`src/rtl/instr_sequencer.sv`:
```
// instr_sequencer: loads up to DEPTH 16-bit instructions bytewise and issues them over valid/ready.
// Define SEQ_LOOP_EN to let loop_mode repeat the program until abort/clear.
module instr_sequencer #(
  parameter int DEPTH = 8,
  parameter int IW = 16
) (
  input  logic          clk,
  input  logic          rst_n,
  input  logic          load_valid,
  input  logic [7:0]    load_data,
  output logic          load_ready,
  input  logic          start,
  input  logic          clear,
  input  logic          abort,
  input  logic          loop_mode,
  output logic [IW-1:0] inst_out,
  output logic          inst_valid,
  input  logic          inst_ready,
  input  logic [7:0]    result_in,
  input  logic          zero_in,
  output logic [7:0]    last_result,
  output logic          last_zero,
  output logic [3:0]    count,
  output logic [7:0]    issued,
  output logic          busy,
  output logic          done
);
  localparam int AW = $clog2(DEPTH);
  localparam logic [AW:0] FULL = DEPTH[AW:0];
  typedef enum logic [1:0] {IDLE, RUN, DONE} state_t;
  state_t state;
  logic [IW-1:0] mem [DEPTH];
  logic [AW:0] cnt;
  logic [AW-1:0] rd_ptr;
  logic [7:0] lo;
  logic lo_pend, lp, go, wr, last;
`ifdef SEQ_LOOP_EN
  assign lp = loop_mode;
`else
  assign lp = loop_mode & 1'b0;
`endif
  assign load_ready = (state == IDLE) && (cnt < FULL);
  assign go = start && (cnt != '0) && !lo_pend;
  assign wr = !clear && !go && load_valid && load_ready && lo_pend;
  assign last = ({1'b0, rd_ptr} == cnt - 1'b1);
  assign inst_valid = (state == RUN);
  assign inst_out = inst_valid ? mem[rd_ptr] : '0;
  assign busy = (state == RUN);
  assign done = (state == DONE);
  assign count = 4'(cnt);
  always_ff @(posedge clk)
    if (wr) mem[cnt[AW-1:0]] <= IW'({load_data, lo});
  always_ff @(posedge clk or negedge rst_n) begin
    if (!rst_n) begin
      state <= IDLE;
      cnt <= '0;
      lo_pend <= 1'b0;
      lo <= '0;
      rd_ptr <= '0;
      last_result <= '0;
      last_zero <= 1'b0;
      issued <= '0;
    end else if (clear) begin
      state <= IDLE;
      cnt <= '0;
      lo_pend <= 1'b0;
      rd_ptr <= '0;
      last_result <= '0;
      last_zero <= 1'b0;
      issued <= '0;
    end else if (abort && state != IDLE) begin
      state <= IDLE;
    end else begin
      case (state)
        IDLE: begin
          if (go) begin
            state <= RUN;
            rd_ptr <= '0;
            issued <= '0;
          end else if (load_valid && load_ready) begin
            lo_pend <= !lo_pend;
            if (lo_pend) cnt <= cnt + 1'b1;
            else lo <= load_data;
          end
        end
        RUN: begin
          if (inst_ready) begin
            last_result <= result_in;
            last_zero <= zero_in;
            issued <= issued + 1'b1;
            rd_ptr <= last ? '0 : rd_ptr + 1'b1;
            if (last && !lp) state <= DONE;
          end
        end
        default: begin
          if (start) begin
            state <= RUN;
            rd_ptr <= '0;
            issued <= '0;
          end
        end
      endcase
    end
  end
endmodule

```
`config.mk`:
```
export PLATFORM = sky130hd
export DESIGN_NAME = instr_sequencer
export DESIGN_NICKNAME = d
export VERILOG_FILES = /design/src/rtl/instr_sequencer.sv
export SDC_FILE = /design/constraint.sdc
export NUM_CORES = 1
export LEC_CHECK = 0
export BUFFER_PORTS_ARGS = -buffer_cell sky130_fd_sc_hd__buf_2
export CORE_ASPECT_RATIO = 1.75
export CORE_MARGIN = 2
export CORE_UTILIZATION = 30
export CTS_CLUSTER_SIZE = 20
export DETAILED_ROUTE_END_ITERATION = 8
export HOLD_SLACK_MARGIN = 0.12
export PLACE_DENSITY = 0.57
export SYNTH_ARGS = -nofsm -noshare
export SYNTH_HDL_FRONTEND = slang
export SYNTH_SLANG_ARGS = --single-unit
```
`constraint.sdc`:
```
create_clock -name clk -period 4.2 [get_ports clk]
set_clock_uncertainty 0.1 [all_clocks]
set_input_delay 0.42 -clock clk [delete_from_list [all_inputs] [get_ports clk]]
set_output_delay 0.42 -clock clk [all_outputs]
set_load 0.01 [all_outputs]
```
==> out/metrics.json, run 1 <==
{
  "cp-start-kind": "flip-flop",
  "max_cap_violations": 0,
  "result_of_the_run": "finished clean",
  "die-height_um": 202,
  "detailedPlacementHpwl_mm": 8.98,
  "fill_cells": 2059,
  "grt_use_total_pct": 12.7,
  "hold_class": "in2reg",
  "routed_wire_length_per_instance_um": 18.6,
  "cts_sinks": 163,
  "cell_area_after_synthesis_um2": 6720,
  "antenna_violations_before_repair": 0,
  "count_of_endpoints_failing_setup_in_the_final_report": 0,
  "place_area_um2": 7400,
  "worstSkewPairLatency_ns": 0.41,
  "yosys_register_bits": 163,
  "worst_hold_path.num_cells": 2,
  "floorplan.initialDensity_pct": 30.4,
  "grt.overflow.total": 0,
  "cts-resized-gates": 0,
  "worstPathRequired_ns": 3.68,
  "route.detailed.drc": 0,
  "io_pins": 66,
  "worstMarginPinSlew_ns": 0.922,
  "worst_setup_path_end_kind": "output port",
  "synthTopCellsByArea": "edfxtp_1 (57%), dfrtp_1 (13%), mux4_2 (11%)",
  "p_leak_nw": 2.92,
  "r2r_slack_ns": 1.64,
  "crit_fanout": 15,
  "synth.net_count": 433,
  "ir_drop_mv": 0.279,
  "syn_area_per_cell_um2": 16.6,
  "timing.rr.end": "lo[7]$_DFFE_PN0P_",
  "post-synth-top-area-cell": "edfxtp_1",
  "portion_of_synthesized_cell_area_occupied_by_the_leading_cell_type_pct": 57.2,
  "timing.final.crit_share_pct": 68.7,
  "remaining_antenna_violation_count_after_routing": 0,
  "count_of_different_cell_masters_after_synthesis": 56,
  "async_reset_ff_share_pct": 21.5,
  "first_iter_violations": 307,
  "grt_pass1_wl_mm": 22.0,
  "worst_r2r_startpoint": "count[1]$_DFFE_PN0P_",
  "place_congestion": 0.768,
  "worst-setup-path-type": "reg2out",
  "clockRootBuffer": "clkbuf_16",
  "postCtsSetupBuffers": 0,
  "cts_max_level": 4,
  "tritoncts": "yes",
  "via_count": 3787,
  "slew_viol_final": 0,
  "layout.cell_area.non_filler_um2": 8000,
  "max_fclk_ghz": 0.346,
  "cts_max_path_buffers": 2,
  "grt_max_degree": 36,
  "antenna_cells": 0,
  "first_global_vias": 3931,
  "drt_pass1_iterations": 5,
  "holdPathEnd": "last_result[3]$_DFFE_PN0P_",
  "worst_hold_startpoint": "result_in[3]",
  "num_rows": 72,
  "synth-edff-count": 128,
  "rsz0062_at_grt": "no",
  "synth.yosys.seq_area_share_pct": 70.3,
  "hold_viol": 0,
  "area_delta_synth_final_pct": 19.1,
  "synth_cells": 404,
  "hold_ws_ns": 0.134,
  "drive_gt1_share_pct": 32.5,
  "port-buffer-count": 64,
  "ff2ff_path_depth": 6,
  "synth_warnings": 0,
  "synth_flop_cell": "edfxtp_1",
  "numCtsBuffers": 17,
  "die_w_um": 117,
  "die_area_um2": 23600,
  "core_region_area_um2": 22100,
  "critPathArrivalTime_ns": 2.37,
  "wl_mm": 14.7,
  "post_cts_hold_buffer_count": 1,
  "power-per-cell-area_nw_per_um2": 474,
  "finish.net_count": 508,
  "totalNegativeSetupSlack_ns": 0,
  "final.min_clock_period_ns": 2.89,
  "vias_per_cell": 4.81,
  "slew_headroom_pct": 38.6,
  "clkSlewWorstSetupHoldPaths_ns": 0.06
}
critical path: stages, from the launching register on:
cell     delay (ns)
dfrtp_2        0.65
buf_4          0.40
mux4_2         0.55
nand2_1        0.08
a21oi_1        0.09
buf_2          0.18
through the flow:
step	total power, mW	worst slack [ns]	instances	utilization [%]
floorplan	2.19	1.15	404	-
global placement	2.32	1.65	753	33.5
detailed placement	2.34	1.61	753	33.5
CTS	3.82	1.20	786	36.2
global route	3.94	1.13	788	36.2
finish	3.79	1.31	788	36.2
power by group:
part / total (mW) / switching, mW / leakage (nW) / internal [mW]
Clock: 1.49 / 0.655 / 0.276 / 0.833
Sequential: 1.96 / 0.0982 / 1.61 / 1.86
Combinational: 0.337 / 0.175 / 1.03 / 0.162
Total: 3.79 / 0.929 / 2.92 / 2.86
logic make-up (layout without fill, tap and decap cells):
kind of cell / count (synthesis) / in the layout / synth area share [%]
mux: 42 / 42 / 12.8
simple gates: 97 / 97 / 7.06
xor+xnor: 8 / 8 / 1.04
buf+inv: 32 / 120 / 2.18
fa+ha+maj: 4 / 4 / 0.745
flops: 163 / 163 / 70.3
compound gates: 58 / 58 / 5.87
synth_stat cells, drive strengths merged (3+ instances only):
cell type and number:
a21oi 19, a22o 10, and3 4, buf 9, clkbuf 15, dfrtp 35
edfxtp 128, ha 4, inv 7, mux2 8, mux4 32, nand2 46
nand3 3, nor2 20, nor3 8, o21ai 10, xor2 6
sequential cells by signal, indices dropped and copies added (netlist names):
name         flops
lo               8
rd_ptr           3
last_zero        1
count            4
issued           8
last_result      8
mem            128
lo_pend          1
state            2
final cells by class:
class                      instances  area, um2  area share, %
multi-input combinational        209       1860           23.2
tap                              296        370           4.63
inverter                           8       30.0          0.375
sequential                       163       4720           59.0
timing repair buffer              80        448           5.60
clock buffer                      17        425           5.32
clock inverter                    15        144           1.80
cells in the final DEF (no fill, tap or decap), drive strengths merged, types with 2 or more instances in the layout:
master         n
nor2b          2
dfrtp         35
mux2           8
edfxtp       128
mux2i          2
and3           4
clkbuf        17
a31oi          2
and2           2
a22o          10
a211oi         2
buf           77
ha             4
nand2         46
clkinv         5
inv           15
dlygate4sd3    3
mux4          32
nor3           8
clkinvlp       2
nand2b         2
nand3          3
or2            2
o21ai         10
xnor2          2
a21oi         19
nor2          20
xor2           6
nor3b          2
per-layer routing:
metal  global-route usage (%)  up-vias  wire (um)
li1                         -     1707          -
met1                     14.2     1960       5900
met2                     22.7      105       7900
met3                     3.66       15        619
met4                     4.12        0        256
met5                        0        -          0
worst max-delay path by stage:
stage | slack [ns] | endpoint | start
6_report | 1.31 | inst_out[3] | rd_ptr[0]$_DFFE_PN0P_
5_1_grt | 1.13 | inst_out[3] | rd_ptr[0]$_DFFE_PN0P_
4_1_cts | 1.20 | inst_out[3] | rd_ptr[0]$_DFFE_PN0P_
3_5_place_dp | 1.61 | lo[0]$_DFFE_PN0P_ | count[1]$_DFFE_PN0P_
3_3_place_gp | 1.65 | lo[7]$_DFFE_PN0P_ | count[1]$_DFFE_PN0P_
2_1_floorplan | 1.15 | mem[1][0]$_DFFE_PP_ | state[0]$_DFFE_PN0P_
Power figures use the tool's default switching activity.
==> run 2, diff against run 1 <==
- PLACE_DENSITY: 0.57 -> 0.59
- clock period: 4.2 -> 2.3 ns (I/O delays scaled with it)
==> run 2 against run 1 <==
- via count is 3.9% higher
- setup slack got worse by 1.3 ns
- global-route usage rose by 0.67 points
- die area is the same
- sequential power up 82%
- non-clock buffer count up 34
- critical endpoint is now inst_out[4]
- highest routed layer unchanged
==> out/metrics.json, run 2 (synthesis gave the netlist of run 1 again) <==
{
  "result_of_the_run": {"value": "finished clean", "change": "unchanged"},
  "clkSlewWorstSetupHoldPaths": {"value": 0.07, "unit": "ns", "change": "was 0.06 ns"},
  "remaining_antenna_violation_count_after_routing": {"value": 0, "change": "unchanged"},
  "via_count": {"value": 3936, "change": "was 3,787"},
  "worst_setup_path_end_kind": {"value": "output port", "change": "unchanged"},
  "grt.busiest_layer": {"value": "met2", "change": "unchanged"},
  "ff2ff_path_depth": {"value": 7, "change": "was 6"},
  "worstMarginPinSlew": {"value": 0.540, "unit": "ns", "change": "was 0.922 ns"},
  "grt_use_met1": {"value": 14.7, "unit": "%", "change": "was 14.2%"},
  "slew_headroom": {"value": 63.9, "unit": "%", "change": "was 38.6%"},
  "grt_pass1_wl": {"value": 23.3, "unit": "mm", "change": "was 22.0 mm"},
  "r2r_slack": {"value": 0.22, "unit": "ns", "change": "was 1.64 ns"},
  "antenna_violations_before_repair": {"value": 0, "change": "unchanged"},
  "grt_use_total": {"value": 13.4, "unit": "%", "change": "was 12.7%"},
  "p_leak": {"value": 3.17, "unit": "nW", "change": "was 2.92 nW"},
  "crit_slowest_cell": {"value": "mux4_2", "change": "was dfrtp_2"},
  "crit_path_start": {"value": "rd_ptr[0]$_DFFE_PN0P_", "change": "unchanged"},
  "tritoncts": {"value": "yes", "change": "unchanged"},
  "first_iter_violations": {"value": 240, "change": "was 307"},
  "cts_sinks": {"value": 163, "change": "unchanged"},
  "die_w": {"value": 117, "unit": "um", "change": "unchanged"},
  "vias_per_cell": {"value": 4.79, "change": "was 4.81"},
  "final.min_clock_period_ns": 2.25,
  "io_pins": {"value": 66, "change": "unchanged"},
  "place_congestion": {"value": 0.787, "change": "was 0.768"},
  "cts_max_level": {"value": 4, "change": "unchanged"},
  "power-per-cell-area": {"value": 821, "unit": "nW/um2", "change": "was 474 nW/um2"},
  "layout.cell_area.non_filler": {"value": 8630, "unit": "um2", "change": "was 8000 um2"},
  "ir_drop": {"value": 0.576, "unit": "mV", "change": "was 0.279 mV"},
  "place_area": {"value": 7660, "unit": "um2", "change": "was 7400 um2"},
  "commonest_cells_after_routing_fill_and_taps_aside": {"value": "edfxtp_1 (128), buf_2 (64), nand2_1 (39)", "change": "was edfxtp_1 (128), buf_2 (64), nand2_1 (45)"},
  "finalCoreUtilization": {"value": 39.1, "unit": "%", "change": "was 36.2%"},
  "die-height": {"value": 202, "unit": "um", "change": "unchanged"},
  "drive_gt1_share": {"value": 36.9, "unit": "%", "change": "was 32.5%"},
  "globalRouteMet3Util": {"value": 3.30, "unit": "%", "change": "was 3.66%"},
  "cp-start-kind": {"value": "flip-flop", "change": "unchanged"},
  "worst_r2r_startpoint": {"value": "count[0]$_DFFE_PN0P_", "change": "was count[1]$_DFFE_PN0P_"},
  "antenna_cells": {"value": 0, "change": "unchanged"},
  "critPathArrivalTime": {"value": 1.92, "unit": "ns", "change": "was 2.37 ns"},
  "detailedPlacementHpwl": {"value": 9.27, "unit": "mm", "change": "was 8.98 mm"},
  "rsz0062_at_grt": {"value": "yes", "change": "was no"},
  "crit_fanout": {"value": 7, "change": "was 15"},
  "path_cells": {"value": "buf_12 > clkbuf_16 > mux4_2 > nand2_1 > a21oi_1 > buf_2", "change": "was buf_4 > mux4_2 > nand2_1 > a21oi_1 > buf_2"},
  "final_cell_count_no_fill": {"value": 822, "change": "was 788"},
  "route.detailed.drc": {"value": 0, "change": "unchanged"},
  "cp_slowest_stage_delay": {"value": 0.51, "unit": "ns", "change": "was 0.65 ns"},
  "core_region_area": {"value": 22100, "unit": "um2", "change": "unchanged"},
  "placed_instance_count": {"value": 762, "change": "was 753"},
  "max_cap_violations": {"value": 0, "change": "unchanged"},
  "critical_path.endpoint": {"value": "inst_out[4]", "change": "was inst_out[3]"},
  "worstPathRequired": {"value": 1.97, "unit": "ns", "change": "was 3.68 ns"},
  "drt_pass1_iterations": {"value": 4, "change": "was 5"},
  "grt.overflow.total": {"value": 0, "change": "unchanged"},
  "max_fclk_ghz": 0.444,
  "clockRootBuffer": {"value": "clkbuf_16", "change": "unchanged"},
  "die_area": {"value": 23600, "unit": "um2", "change": "unchanged"},
  "use_met2": {"value": 24.2, "unit": "%", "change": "was 22.7%"},
  "cts_max_path_buffers": {"value": 2, "change": "unchanged"},
  "largest_register_ff_count": {"value": 128, "change": "unchanged"},
  "area_delta_synth_final": {"value": 28.5, "unit": "%", "change": "was 19.1%"},
  "count_of_endpoints_failing_setup_in_the_final_report": {"value": 0, "change": "unchanged"},
  "worst-setup-path-type": {"value": "reg2out", "change": "unchanged"},
  "routed_wire_length_per_instance": {"value": 18.8, "unit": "um", "change": "was 18.6 um"},
  "first_global_vias": {"value": 4169, "change": "was 3,931"},
  "slew_viol_final": {"value": 0, "change": "unchanged"},
  "floorplan.initialDensity": {"value": 30.4, "unit": "%", "change": "unchanged"},
  "hold_viol": {"value": 0, "change": "unchanged"},
  "finish.net_count": {"value": 542, "change": "was 508"},
  "timing.rr.end": {"value": "lo[4]$_DFFE_PN0P_", "change": "was lo[7]$_DFFE_PN0P_"},
  "hold_ws": {"value": 0.152, "unit": "ns", "change": "was 0.134 ns"},
  "hold_class": {"value": "in2async", "change": "was in2reg"},
  "timing.final.crit_share_pct": 97.9,
  "wl": {"value": 15.5, "unit": "mm", "change": "was 14.7 mm"},
  "worstSkewPairLatency": {"value": 0.42, "unit": "ns", "change": "was 0.41 ns"},
  "num_rows": {"value": 72, "change": "unchanged"},
  "port-buffer-count": {"value": 64, "change": "unchanged"},
  "mostFrequentLayoutCell": {"value": "edfxtp_1", "change": "unchanged"},
  "grt_max_degree": {"value": 36, "change": "unchanged"},
  "totalNegativeSetupSlack": {"value": 0, "unit": "ns", "change": "unchanged"},
  "numCtsBuffers": {"value": 17, "change": "unchanged"}
}
## run 2: cell types whose count changed in the layout (fill, tap and decap cells not counted), sizes merged
cell / previous run / this run
dlygate4sd3: 3 / 21
buf: 77 / 90
bufinv: 1 / 0
clkinv: 5 / 4
clkbuf: 17 / 23
inv: 15 / 16
clkinvlp: 2 / 0
## run 2: through the flow
stage	setup slack [ns]	total power, mW
after global routing	-0.0197	7.36
after detailed placement	0.167	4.29
after global placement	0.229	4.26
after floorplan	-0.0545	4.01
final	0.0487	7.08
after CTS	-0.0243	7.11
## run 2: layer usage
metal | share of wire [%] | vias to the layer above
met5 | 0 | -
li1 | - | 1786
met4 | 2.2 | 0
met3 | 3.7 | 22
met2 | 55 | 112
met1 | 39 | 2016
## run 2: worst max-delay path: cells and delay by family (launching register included)
family | cells | cell delay, ns
mux | 1 | 0.51
buf+inv | 3 | 0.47
flops | 1 | 0.38
simple gates | 1 | 0.08
compound gates | 1 | 0.06
## run 2: worst min path at each step
stage | endpoint | cells after the start | slack (ns) | start
floorplan | count[0]$_DFFE_PN0P_ | 0 | -0.17 | rst_n
finish | count[2]$_DFFE_PN0P_ | 2 | 0.15 | rst_n
global route | rd_ptr[0]$_DFFE_PN0P_ | 2 | 0.16 | rst_n
detailed placement | count[2]$_DFFE_PN0P_ | 1 | 0.06 | rst_n
CTS | count[3]$_DFFE_PN0P_ | 2 | 0.14 | rst_n
global placement | count[3]$_DFFE_PN0P_ | 1 | 0.05 | rst_n
## run 2: cell type report
type                       instances  area (um2)
sequential                       163        4720
clock buffer                      20         479
clock inverter                    12         106
multi-input combinational        209        1930
timing repair buffer             114         987
tap                              296         370
inverter                           8        30.0
fill                            2000       13400
## run 2: power by group
part / switching [mW] / internal [mW]
Clock: 1.22 / 1.55
Combinational: 0.362 / 0.386
Sequential: 0.162 / 3.40
## run 2: repair_timing
action	CTS	global route
endpoints found under the setup margin	16	23
buffers inserted	0	2
gates cloned	1	4
endpoints found under the hold margin	123	0
pin swaps	3	1
hold buffers	21	0
gates resized for setup	4	6
